### config.mk
export PLATFORM = sky130hd
export DESIGN_NAME = mult_div_unit_flat
export DESIGN_NICKNAME = d
export VERILOG_FILES = /design/src/rtl/mult_div_unit_if.sv /design/src/rtl/mult_div_unit.sv /design/src/flat_wrapper.sv
export SDC_FILE = /design/constraint.sdc
export NUM_CORES = 1
export LEC_CHECK = 0
export CAP_MARGIN = 10
export CORE_MARGIN = 2
export CORE_UTILIZATION = 55
export DETAILED_ROUTE_END_ITERATION = 6
export HOLD_SLACK_MARGIN = 0.03
export PLACE_DENSITY = 0.84
export SKIP_LAST_GASP = 1
export SLEW_MARGIN = 20
export SYNTH_ARGS = -nofsm -noshare
export SYNTH_HDL_FRONTEND = slang
export SYNTH_SLANG_ARGS = --single-unit
### constraint.sdc
create_clock -name clk -period 12 [get_ports clk]
set_input_delay 1.2 -clock clk [delete_from_list [all_inputs] [get_ports clk]]
set_output_delay 1.2 -clock clk [all_outputs]
set_load 0.01 [all_outputs]
### src/rtl/mult_div_unit_if.sv
// Interface bundling the request/result signals of mult_div_unit.
// master: the issuing side (pipeline or testbench); slave: the unit itself.
interface mult_div_unit_if;
    logic        start;
    logic [1:0]  op;
    logic [31:0] a;
    logic [31:0] b;
    logic        busy;
    logic        done;
    logic [31:0] hi;
    logic [31:0] lo;
    logic        div_by_zero;

    modport master (
        output start, op, a, b,
        input  busy, done, hi, lo, div_by_zero
    );

    modport slave (
        input  start, op, a, b,
        output busy, done, hi, lo, div_by_zero
    );
endinterface

### src/rtl/mult_div_unit.sv
// Iterative 32x32 multiply / divide unit (MULTU, MULT, DIVU, DIV).
// One partial product or one quotient bit per cycle, 32 iterations.
// Signed ops run on magnitudes; the sign is fixed up on the way into DONE.
// Define MULTDIV_DIV_EN to build the restoring divider; without it the
// divide opcodes complete immediately with a zero result.
module mult_div_unit (
    input  logic           clk,
    input  logic           rst_n,
    mult_div_unit_if.slave bus
);

    typedef enum logic [1:0] {IDLE, RUN, DONE} state_t;

    state_t      state;
    logic [4:0]  cnt;
    logic [31:0] mcand;
    logic [31:0] p_hi;
    logic [31:0] p_lo;
    logic        sign_q;

`ifdef MULTDIV_DIV_EN
    logic        is_div;
    logic        sign_r;
    logic        dbz_r;
    logic [31:0] a_r;
    logic [32:0] div_shift;
    logic [33:0] div_diff;
`endif

    logic [32:0] mul_sum;
    logic [31:0] step_hi;
    logic [31:0] step_lo;
    logic [63:0] prod;
    logic [63:0] prod_neg;
    logic [31:0] res_hi;
    logic [31:0] res_lo;
    logic [31:0] a_mag;
    logic [31:0] b_mag;
    logic        accept;

    assign accept = bus.start && (state != RUN);

    // Operand magnitudes at the accept edge; op[0] marks the signed variants
    always_comb begin
        a_mag = (bus.op[0] && bus.a[31]) ? (32'd0 - bus.a) : bus.a;
        b_mag = (bus.op[0] && bus.b[31]) ? (32'd0 - bus.b) : bus.b;
    end

    // One iteration step: shift-add for multiply, restoring step for divide
    always_comb begin
        mul_sum = {1'b0, p_hi} + (p_lo[0] ? {1'b0, mcand} : 33'd0);
        step_hi = mul_sum[32:1];
        step_lo = {mul_sum[0], p_lo[31:1]};
`ifdef MULTDIV_DIV_EN
        div_shift = {p_hi, p_lo[31]};
        div_diff  = {1'b0, div_shift} - {2'b00, mcand};
        if (is_div) begin
            if (!div_diff[33]) begin
                step_hi = div_diff[31:0];
                step_lo = {p_lo[30:0], 1'b1};
            end else begin
                step_hi = div_shift[31:0];
                step_lo = {p_lo[30:0], 1'b0};
            end
        end
`endif
    end

    // Sign-corrected final result, consumed on the last RUN cycle
    always_comb begin
        prod             = {step_hi, step_lo};
        prod_neg         = 64'd0 - prod;
        {res_hi, res_lo} = sign_q ? prod_neg : prod;
`ifdef MULTDIV_DIV_EN
        if (is_div) begin
            res_lo = sign_q ? (32'd0 - step_lo) : step_lo;
            res_hi = sign_r ? (32'd0 - step_hi) : step_hi;
            // Zero divisor: fixed all-ones quotient, dividend returned as-is
            if (dbz_r) begin
                res_lo = '1;
                res_hi = a_r;
            end
        end
`endif
    end

    // Control FSM with registered outputs and iteration datapath
    always_ff @(posedge clk or negedge rst_n) begin
        if (!rst_n) begin
            state           <= IDLE;
            cnt             <= '0;
            mcand           <= '0;
            p_hi            <= '0;
            p_lo            <= '0;
            sign_q          <= 1'b0;
`ifdef MULTDIV_DIV_EN
            is_div          <= 1'b0;
            sign_r          <= 1'b0;
            dbz_r           <= 1'b0;
            a_r             <= '0;
`endif
            bus.busy        <= 1'b0;
            bus.done        <= 1'b0;
            bus.hi          <= '0;
            bus.lo          <= '0;
            bus.div_by_zero <= 1'b0;
        end else begin
            case (state)
                IDLE, DONE: begin
                    state    <= IDLE;
                    bus.done <= 1'b0;
                    if (accept) begin
                        cnt    <= '0;
                        p_hi   <= '0;
                        sign_q <= bus.op[0] & (bus.a[31] ^ bus.b[31]);
`ifdef MULTDIV_DIV_EN
                        is_div <= bus.op[1];
                        sign_r <= bus.op[0] & bus.a[31];
                        dbz_r  <= (bus.b == 32'd0);
                        a_r    <= bus.a;
                        // Divide: dividend shifts out of p_lo, divisor is mcand
                        if (bus.op[1]) begin
                            mcand <= b_mag;
                            p_lo  <= a_mag;
                        end else begin
                            mcand <= a_mag;
                            p_lo  <= b_mag;
                        end
                        state    <= RUN;
                        bus.busy <= 1'b1;
`else
                        if (bus.op[1]) begin
                            state           <= DONE;
                            bus.done        <= 1'b1;
                            bus.hi          <= '0;
                            bus.lo          <= '0;
                            bus.div_by_zero <= 1'b0;
                        end else begin
                            mcand    <= a_mag;
                            p_lo     <= b_mag;
                            state    <= RUN;
                            bus.busy <= 1'b1;
                        end
`endif
                    end
                end
                RUN: begin
                    p_hi <= step_hi;
                    p_lo <= step_lo;
                    cnt  <= cnt + 5'd1;
                    if (cnt == 5'd31) begin
                        state    <= DONE;
                        bus.busy <= 1'b0;
                        bus.done <= 1'b1;
                        bus.hi   <= res_hi;
                        bus.lo   <= res_lo;
`ifdef MULTDIV_DIV_EN
                        bus.div_by_zero <= is_div & dbz_r;
`else
                        bus.div_by_zero <= 1'b0;
`endif
                    end
                end
                default: state <= IDLE;
            endcase
        end
    end

endmodule
### src/flat_wrapper.sv
// flat-port wrapper written by rule: the top's interface ports become plain ports
module mult_div_unit_flat 
  (clk, rst_n, bus_start, bus_op, bus_a, bus_b, bus_busy, bus_done, bus_hi, bus_lo, bus_div_by_zero);
  mult_div_unit_if bus_i ();
  input  logic clk;
  input  logic rst_n;
  input wire logic [$bits(bus_i.start)-1:0] bus_start;
  input wire logic [$bits(bus_i.op)-1:0] bus_op;
  input wire logic [$bits(bus_i.a)-1:0] bus_a;
  input wire logic [$bits(bus_i.b)-1:0] bus_b;
  output wire logic [$bits(bus_i.busy)-1:0] bus_busy;
  output wire logic [$bits(bus_i.done)-1:0] bus_done;
  output wire logic [$bits(bus_i.hi)-1:0] bus_hi;
  output wire logic [$bits(bus_i.lo)-1:0] bus_lo;
  output wire logic [$bits(bus_i.div_by_zero)-1:0] bus_div_by_zero;
  assign bus_i.start = bus_start;
  assign bus_i.op = bus_op;
  assign bus_i.a = bus_a;
  assign bus_i.b = bus_b;
  assign bus_busy = bus_i.busy;
  assign bus_done = bus_i.done;
  assign bus_hi = bus_i.hi;
  assign bus_lo = bus_i.lo;
  assign bus_div_by_zero = bus_i.div_by_zero;
  mult_div_unit u_core (.clk(clk), .rst_n(rst_n), .bus(bus_i));
endmodule
# After elaboration in Yosys (flattened, before gate mapping)
# Index checks and enable logic that the tools add are counted.
op_classes:
  eq_ne: 8
  n_mux: 32
  reduce_logical: 13
  bitwise_logic: 3
  n_addsub: 5
op_table:
  columns: ["cell", "n"]
  rows:
  - ["$mux W32", 10]
  - ["$pmux W32 S2", 4]
  - ["$mux W64", 1]
  - ["$sub A1 B32 Y32 const A", 2]
  - ["$sub A1 B64 Y64 const A", 1]
  - ["$add A32 B33 Y33", 1]
  - ["$pmux W5 S2", 1]
  - ["$mux W1", 8]
  - ["$reduce_and A4 Y1", 2]
  - ["$mux W2", 3]
  - ["$ne A2 B1 Y1 const B", 3]
  - ["$pmux W1 S2", 3]
  - ["$reduce_and A2 Y1", 3]
  - ["$reduce_and A3 Y1", 2]
  - ["$add A5 B1 Y5 const B", 1]
  - ["$eq A5 B5 Y1 const B", 1]
  - ["$mux W5", 1]
  - ["$ne A2 B2 Y1 const B", 2]
  - ["$pmux W2 S2", 1]
  - ["$logic_and A1 B1 Y1", 3]
  - ["$eq A2 B1 Y1 const B", 1]
  - ["$eq A2 B2 Y1 const B", 1]
  - ["$logic_not A2 Y1", 1]
  - ["$reduce_bool A2 Y1", 1]
  - ["4 further kinds", 4]
totals:
  out_inout_bits: 67
  wordCells: 72
  ff_bits: 171
  in_bits: 69

# Depth between registers and ports, before layout
# Gate-level depths: netlist (run 1).
depth:
  ltp_word: 6
  mapped_depth: 14
  mapped_depth_nobuf: 13

# Least setup slack after synthesis (run 1)
# OpenSTA, ideal clock, no wires.
synth_path:
  path_kind: "flip-flop to flip-flop"
  start: "reg u_core.p_lo[0]"
  end: "reg u_core.bus.hi[29]"
  period_less_slack_ps: 4118
  setup_slack_ps: 7882
  stages_incl_launch_ff: 15
  t_arrival_ps: 3985
  t_required_ps: 11867
  cell_sequence: "dfrtp_1 clkbuf_1 and2_1 ha_1 clkbuf_1 a21oi_1 o221ai_1 and2_1 o311ai_0 nand3_1 xor2_1 or4b_2 o41ai_1 xnor2_1 o21ai_0"
synth_via:
  elab_chain_len: 6
synth_lines:
  columns: ["element", "line", "text"]
  rows:
  - ["start, declared", "mult_div_unit.sv:18", "logic [31:0] p_lo;"]
  - ["start signal, assigned", "mult_div_unit.sv:140", "p_lo <= b_mag;"]
  - ["start signal, assigned", "mult_div_unit.sv:149", "p_lo <= step_lo;"]
  - ["$mux W32 *", "mult_div_unit.sv:51", "mul_sum = {1'b0, p_hi} + (p_lo[0] ? {1'b0, mcand} : 33'd0);"]
  - ["$add A32 B33 Y33 *", "mult_div_unit.sv:51", null]
  - ["$sub A1 B64 Y64", "mult_div_unit.sv:72", "prod_neg = 64'd0 - prod;"]
  - ["$mux W64 *", "mult_div_unit.sv:73", "{res_hi, res_lo} = sign_q ? prod_neg : prod;"]
  - ["$mux W32 *", "mult_div_unit.sv:151", "if (cnt == 5'd31) begin"]
  - ["$pmux W32 S2 *", "mult_div_unit.sv:108", "case (state)"]
  - ["end signal, assigned", "mult_div_unit.sv:155", "bus.hi <= res_hi;"]
  - ["end, declared", "mult_div_unit_if.sv:21", "output busy, done, hi, lo, div_by_zero"]
# Every way passes the cells marked *; elsewhere a longest branch is shown, timed or not. The select of a mux whose other input is x is not followed.
# A chain may end at the register's enable or synchronous reset.

# Final worst setup path (run 1)
# Same ends and word-level chain as after synthesis.

==> flow_summary.ini, run 1 <==
[run_status]
status = complete, no violations

[hold_path]
holdCritPathClass = reg -> reg
min_from = u_core.mcand[3]$_DFFE_PN0P_
hold_depth = 2
min_to = u_core.mcand[3]$_DFFE_PN0P_

[cts]
clock_latency_ns = 0.44
ctsLongestPathBuffers = 2
post_cts_buffers = 0
clkTransAtPathRegs_ns = 0.07
htreeDepth = 4
cts_resized = 0
cts-root-buf = clkbuf_16
cts_hold_buffers = 0
numCtsBuffers = 17
clkSinkCount = 170
cts_tree = done

[sta]
rsz0062_at_grt = false
slew_headroom_pct = 30.67
slew_viol_final = 0
hold_viol = 0
fmax_ghz = 0.1975
worst_pin_slew_ns = 1.040
holdWs_ns = 0.4798
setup_viol = 0
timing.final.crit_share_pct = 42.20
timing.final.crit_period_ns = 5.063
fin_tns_setup_ns = 0
fin_skew_ns = 0.01336
setup_slack_ns = 6.937

[global_route]
overflow = 0
grt_pass1_wl_um = 53290
grt_pass1_vias = 10520
track_usage_pct = 30.02
antenna_found_initial = 0
grt_max_degree = 89

[critical_path]
critPathCaptureType = flop
rr_worst_depth = 12
crit_type = reg -> reg
path_delay_family = compound AO/OA/AOI/OAI gates
critical_path_depth = 12
r2r_start = u_core.p_lo[0]$_DFFE_PN0P_
critPathBufInv = 0
cpPeakStageDelay_ns = 0.90
cp_max_fo = 33
crit_top_cell = and2_1
cp-start-kind = flop
reg2reg_setup_slack_ns = 6.94
crit_chain = and2_1 -> ha_1 -> a21oi_1 -> o221ai_1 -> and2_1 -> o311ai_0 -> nand3_1 -> xor2_1 -> or4b_2 -> o41ai_1 -> xnor2_1 -> o21ai_0
critPathSlowestCell = dfrtp_1
crit_arrival_ns = 5.35
crit_start = u_core.p_lo[0]$_DFFE_PN0P_
r2r_end = u_core.bus.hi[29]$_DFFE_PN0P_
worstPathRequired_ns = 12.29

[floorplanning]
dieWidth_um = 147.8
core_um2 = 20300
die-area_um2 = 21860
core.rowCount = 52
start_util_pct = 56.06
die_h_um = 147.8
ios = 136

[finish]
final_common_cell = o21ai_0
nets = 1527
multi_input_area_um2 = 6798
ff_latch_area_um2 = 4254
drive_above_1_share_pct = 4.818
diodes = 0
syn2layout_area_growth_pct = 18.26
final_cell_mix = o21ai_0, nand2_1, dfrtp_1
n_fill_cell = 1663

[route]
num_vias = 10840
drtIter0Drc = 995
ant_nets = 0
drc_errors = 0
viasPerCell = 6.367
wirelength_um = 32210
wire_per_inst_um = 18.92
dr.pass1.iters = 5

[power_and_ir_drop]
p_per_area_nw_per_um2 = 215.7
power_mw = 2.902
ir_drop_v = 0.0001236
leakage_nw = 5.564

[yosys]
ys.warnings.count = 0
syn_area_per_cell_um2 = 8.543
netlist_area_um2 = 11380
ys.flop_type = dfrtp_1
synth_edf_count = 0
synth-async-reset-ratio_pct = 100.0
syn-num-nets = 1439
ys_ff_latch = 170
syn_inst = 1332
ys_types = 76
seq_area_frac_synth_pct = 37.38

[placement]
hpwlAfterDp_um = 23540
port_buffers = 134
dp_slack_ns = 7.045
gp_congestion = 0.9235

[flow_run]
max_cap_viol_count = 0
-- cell usage after synthesis (3+ instances only) --
cell / n / area (µm²)
a31oi_1: 11 / 68.82
a21oi_1: 62 / 310.3
nor3_1: 26 / 130.1
a2111oi_0: 3 / 26.28
ha_1: 37 / 462.9
dfrtp_1: 170 / 4254
a21boi_0: 3 / 22.52
o21a_1: 12 / 90.09
nor2_1: 62 / 232.7
xnor2_1: 52 / 455.4
buf_1: 5 / 18.77
o21ai_0: 182 / 910.9
o41ai_1: 16 / 140.1
o21ai_1: 3 / 15.01
nor4_1: 9 / 56.30
a22oi_1: 30 / 225.2
clkbuf_1: 68 / 255.2
or4_4: 3 / 33.78
nor4b_1: 3 / 26.28
or4b_2: 3 / 30.03
or4_1: 19 / 142.6
nand3_1: 16 / 80.08
and4_1: 3 / 26.28
a21o_1: 9 / 67.56
a22o_1: 26 / 227.7
nor3b_1: 3 / 22.52
nand2b_1: 14 / 87.58
o221ai_1: 5 / 43.79
or2_2: 7 / 43.79
nand4b_1: 4 / 35.03
nor2b_1: 5 / 31.28
mux2i_1: 3 / 30.03
o2111ai_1: 3 / 26.28
o211ai_1: 9 / 67.56
and3_1: 7 / 43.79
or3_1: 20 / 125.1
nand4_1: 16 / 100.1
inv_1: 21 / 78.83
o311ai_0: 3 / 26.28
and2_1: 50 / 312.8
o31ai_1: 29 / 217.7
a32oi_1: 3 / 26.28
xor2_1: 78 / 683.2
nand2_1: 177 / 664.4
-- metrics by stage --
stage | instances | util (%) | cell area, µm²
3_5_place_dp | 1671 | 63.46 | 12880
3_3_place_gp | 1671 | 63.44 | 12880
6_report | 1702 | 66.30 | 13460
5_1_grt | 1702 | 66.30 | 13460
4_1_cts | 1702 | 66.28 | 13450
2_1_floorplan | 1332 | - | 11380
-- sequential cells by signal, indices dropped and copies added, names as in the netlist --
register / count
u_core.bus.busy: 1
u_core.sign_q: 1
u_core.p_hi: 32
u_core.bus.done: 1
u_core.p_lo: 32
u_core.cnt: 5
u_core.state: 2
u_core.bus.hi: 32
u_core.bus.lo: 32
u_core.mcand: 32
-- area by class of cell --
type	count	area share, %
clock inverters	12	0.9576
well taps	270	2.510
clock buffers	19	3.291
multi-input cells	1066	50.51
repair buffers	143	10.51
flip-flops and latches	170	31.61
inverters	22	0.6136
-- metal layers --
| metal | share of wire (%) | global-route usage, % |
|---|---|---|
| met1 | 43 | 41.57 |
| met5 | 0 | 0 |
| met2 | 46 | 47.70 |
| met3 | 7.3 | 4.414 |
| met4 | 3.3 | 12.05 |
-- logic make-up (layout without fill, tap and decap cells) --
kind of cell | Yosys count | count (layout) | synth area share, %
AO/OA/AOI/OAI | 436 | 436 | 24.32
XOR/XNOR | 130 | 130 | 10.01
adder cells (fa/ha/maj) | 38 | 38 | 4.244
buffers and inverters | 96 | 196 | 3.200
flip-flops | 170 | 170 | 37.38
multiplexers | 5 | 5 | 0.4618
other | 1 | 1 | 0.03295
AND/OR/NAND/NOR | 456 | 456 | 20.35
-- worst register-to-register path, cell delays in order (launching register included) --
cell      delay [ns]
dfrtp_1         0.90
and2_1          0.24
ha_1            0.32
a21oi_1         0.33
o221ai_1        0.25
and2_1          0.26
o311ai_0        0.75
nand3_1         0.18
xor2_1          0.25
or4b_2          0.74
o41ai_1         0.44
xnor2_1         0.16
o21ai_0         0.08
-- worst max-delay path by stage --
stage,end,slack [ns]
floorplan,u_core.bus.hi[29]$_DFFE_PN0P_,7.88
global placement,u_core.bus.hi[29]$_DFFE_PN0P_,7.13
detailed placement,u_core.bus.hi[29]$_DFFE_PN0P_,7.05
CTS,u_core.bus.hi[29]$_DFFE_PN0P_,7.04
global route,u_core.bus.hi[29]$_DFFE_PN0P_,6.44
finish,u_core.bus.hi[29]$_DFFE_PN0P_,6.94
-- report_power, final --
part | internal [mW] | total, mW | switching [mW]
logic | 0.562 | 1.46 | 0.901
clock network | 0.297 | 0.548 | 0.251
registers | 0.730 | 0.891 | 0.161
total | 1.59 | 2.90 | 1.31
Power figures use the tool's default switching activity.
==> inputs of run 2 (changes only) <==
==> constraint.sdc (replaced) <==
create_clock -name clk -period 5.14 [get_ports clk]
set_input_delay 0.514 -clock clk [delete_from_list [all_inputs] [get_ports clk]]
set_output_delay 0.514 -clock clk [all_outputs]
set_load 0.01 [all_outputs]
==> run 2 against run 1 <==
Hold slack worse by 0.38 ns. Setup slack worse by 6.6 ns. Sequential power is 140% higher. Core utilization is 0.51 points higher. Combinational power is 140% higher. Global-route usage hardly changed. Critical path type unchanged. Largest power group unchanged. Highest routed layer unchanged.
==> flow_summary.ini, run 2 (synthesized netlist as in run 1, its figures left out) <==
[run_status]
status = complete, no violations

[route]
ant_nets = 0
wirelength_um = 32260
drc_errors = 0
drtIter0Drc = 861
dr.pass1.iters = 6
num_vias = 10720
wire_per_inst_um = 18.83
viasPerCell = 6.259

[critical_path]
cp-start-kind = flop
cp_max_fo = 16
crit_chain = and2_1 -> ha_1 -> a21oi_1 -> o221ai_1 -> and2_1 -> o311ai_0 -> nand3_1 -> xor2_1 -> or4b_2 -> o41ai_1 -> xnor2_1 -> o21ai_0
crit_top_cell = and2_1
critPathSlowestCell = o311ai_0
critPathBufInv = 0
crit_type = reg -> reg
cpPeakStageDelay_ns = 0.82
critPathCaptureType = flop
worstPathRequired_ns = 5.42
path_delay_family = compound AO/OA/AOI/OAI gates
crit_arrival_ns = 5.12

[cts]
post_cts_buffers = 0
numCtsBuffers = 17
cts_hold_buffers = 0
cts_tree = done
clkSinkCount = 170
htreeDepth = 4
clock_latency_ns = 0.44
ctsLongestPathBuffers = 2
cts-root-buf = clkbuf_16
cts_resized = 0
clkTransAtPathRegs_ns = 0.07

[sta]
fmax_ghz = 0.2069
worst_pin_slew_ns = 1.034
rsz0062_at_grt = false
setup_viol = 0
slew_viol_final = 0
setup_slack_ns = 0.3075
timing.final.crit_share_pct = 94.02
timing.final.crit_period_ns = 4.833
slew_headroom_pct = 31.08
fin_tns_setup_ns = 0
hold_viol = 0
fin_skew_ns = 0.01072

[placement]
hpwlAfterDp_um = 23640
postPlaceCellArea_um2 = 12960
dp.cells = 1681
gp_congestion = 0.9657
dp_slack_ns = 0.5074
port_buffers = 134

[power_and_ir_drop]
p_per_area_nw_per_um2 = 508.6
ir_drop_v = 0.0002735
power_mw = 6.896
leakage_nw = 5.628

[finish]
final_cell_mix = o21ai_0, nand2_1, dfrtp_1
finish.instance_area_um2 = 13560
n_fill_cell = 1645
final_common_cell = o21ai_0
diodes = 0
syn2layout_area_growth_pct = 19.16
layout.cells.non_filler = 1713
drive_above_1_share_pct = 5.613
nets = 1537

[hold_path]
holdCritPathClass = in -> async

[floorplanning]
die-area_um2 = 21860
dieWidth_um = 147.8
ios = 136
die_h_um = 147.8
start_util_pct = 56.06
core.rowCount = 52
core_um2 = 20300

[global_route]
track_usage_pct = 30.03
antenna_found_initial = 0
grt_max_degree = 94
grt_pass1_wl_um = 52810
grt_pass1_vias = 10110
overflow = 0

[flow_run]
max_cap_viol_count = 0
-- run 2: cell count changes in the layout (fill, tap and decap cells not counted), sizes merged --
cell,previous run,this run
inv,28,30
buf,10,20
clkbuf,19,17
bufinv,1,2
-- run 2: per-stage QoR --
step                utilization, %  hold slack, ns
floorplan                        -          0.2184
global placement             63.81          0.4493
detailed placement           63.83          0.4587
CTS                          66.80          0.1355
global route                 66.80          0.1587
finish                       66.80         0.09989
-- run 2: power breakdown --
part	total [mW]	switching (mW)	leakage, nW	internal, mW
sequential	2.11	0.406	2.25	1.71
clock	1.34	0.602	0.296	0.736
combinational	3.45	2.09	3.08	1.36
-- run 2: worst paths after layout --
kind / startpoint / endpoint / slack (ns) / cells after the start
worst min-delay path: rst_n / u_core.mcand[14]$_DFFE_PN0P_ / 0.1 / 1
worst max-delay path: u_core.p_lo[0]$_DFFE_PN0P_ / u_core.bus.hi[29]$_DFFE_PN0P_ / 0.31 / 12
max in group asynchronous: rst_n / u_core.p_lo[10]$_DFFE_PN0P_ / 3.94 / 2
worst max register to register: u_core.p_lo[0]$_DFFE_PN0P_ / u_core.bus.hi[29]$_DFFE_PN0P_ / 0.31 / 12
min in group clk: u_core.mcand[31]$_DFFE_PN0P_ / u_core.mcand[31]$_DFFE_PN0P_ / 0.47 / 2
worst min register to register: u_core.mcand[31]$_DFFE_PN0P_ / u_core.mcand[31]$_DFFE_PN0P_ / 0.47 / 2
-- run 2: cell type report --
class	count	area, µm²	area share (%)
timing repair buffer	153	1485	10.95
clock inverter	15	177.7	1.310
inverter	22	82.58	0.6090
multi-input combinational	1066	6798	50.13
tap	270	337.8	2.491
clock buffer	17	425.4	3.137
sequential	170	4254	31.37
-- run 2: per-layer routing --
layer	track usage, %	wire, µm
met5	0	0
met4	11.24	927
met1	42.18	14230
met2	47.79	14920
met3	3.951	2190
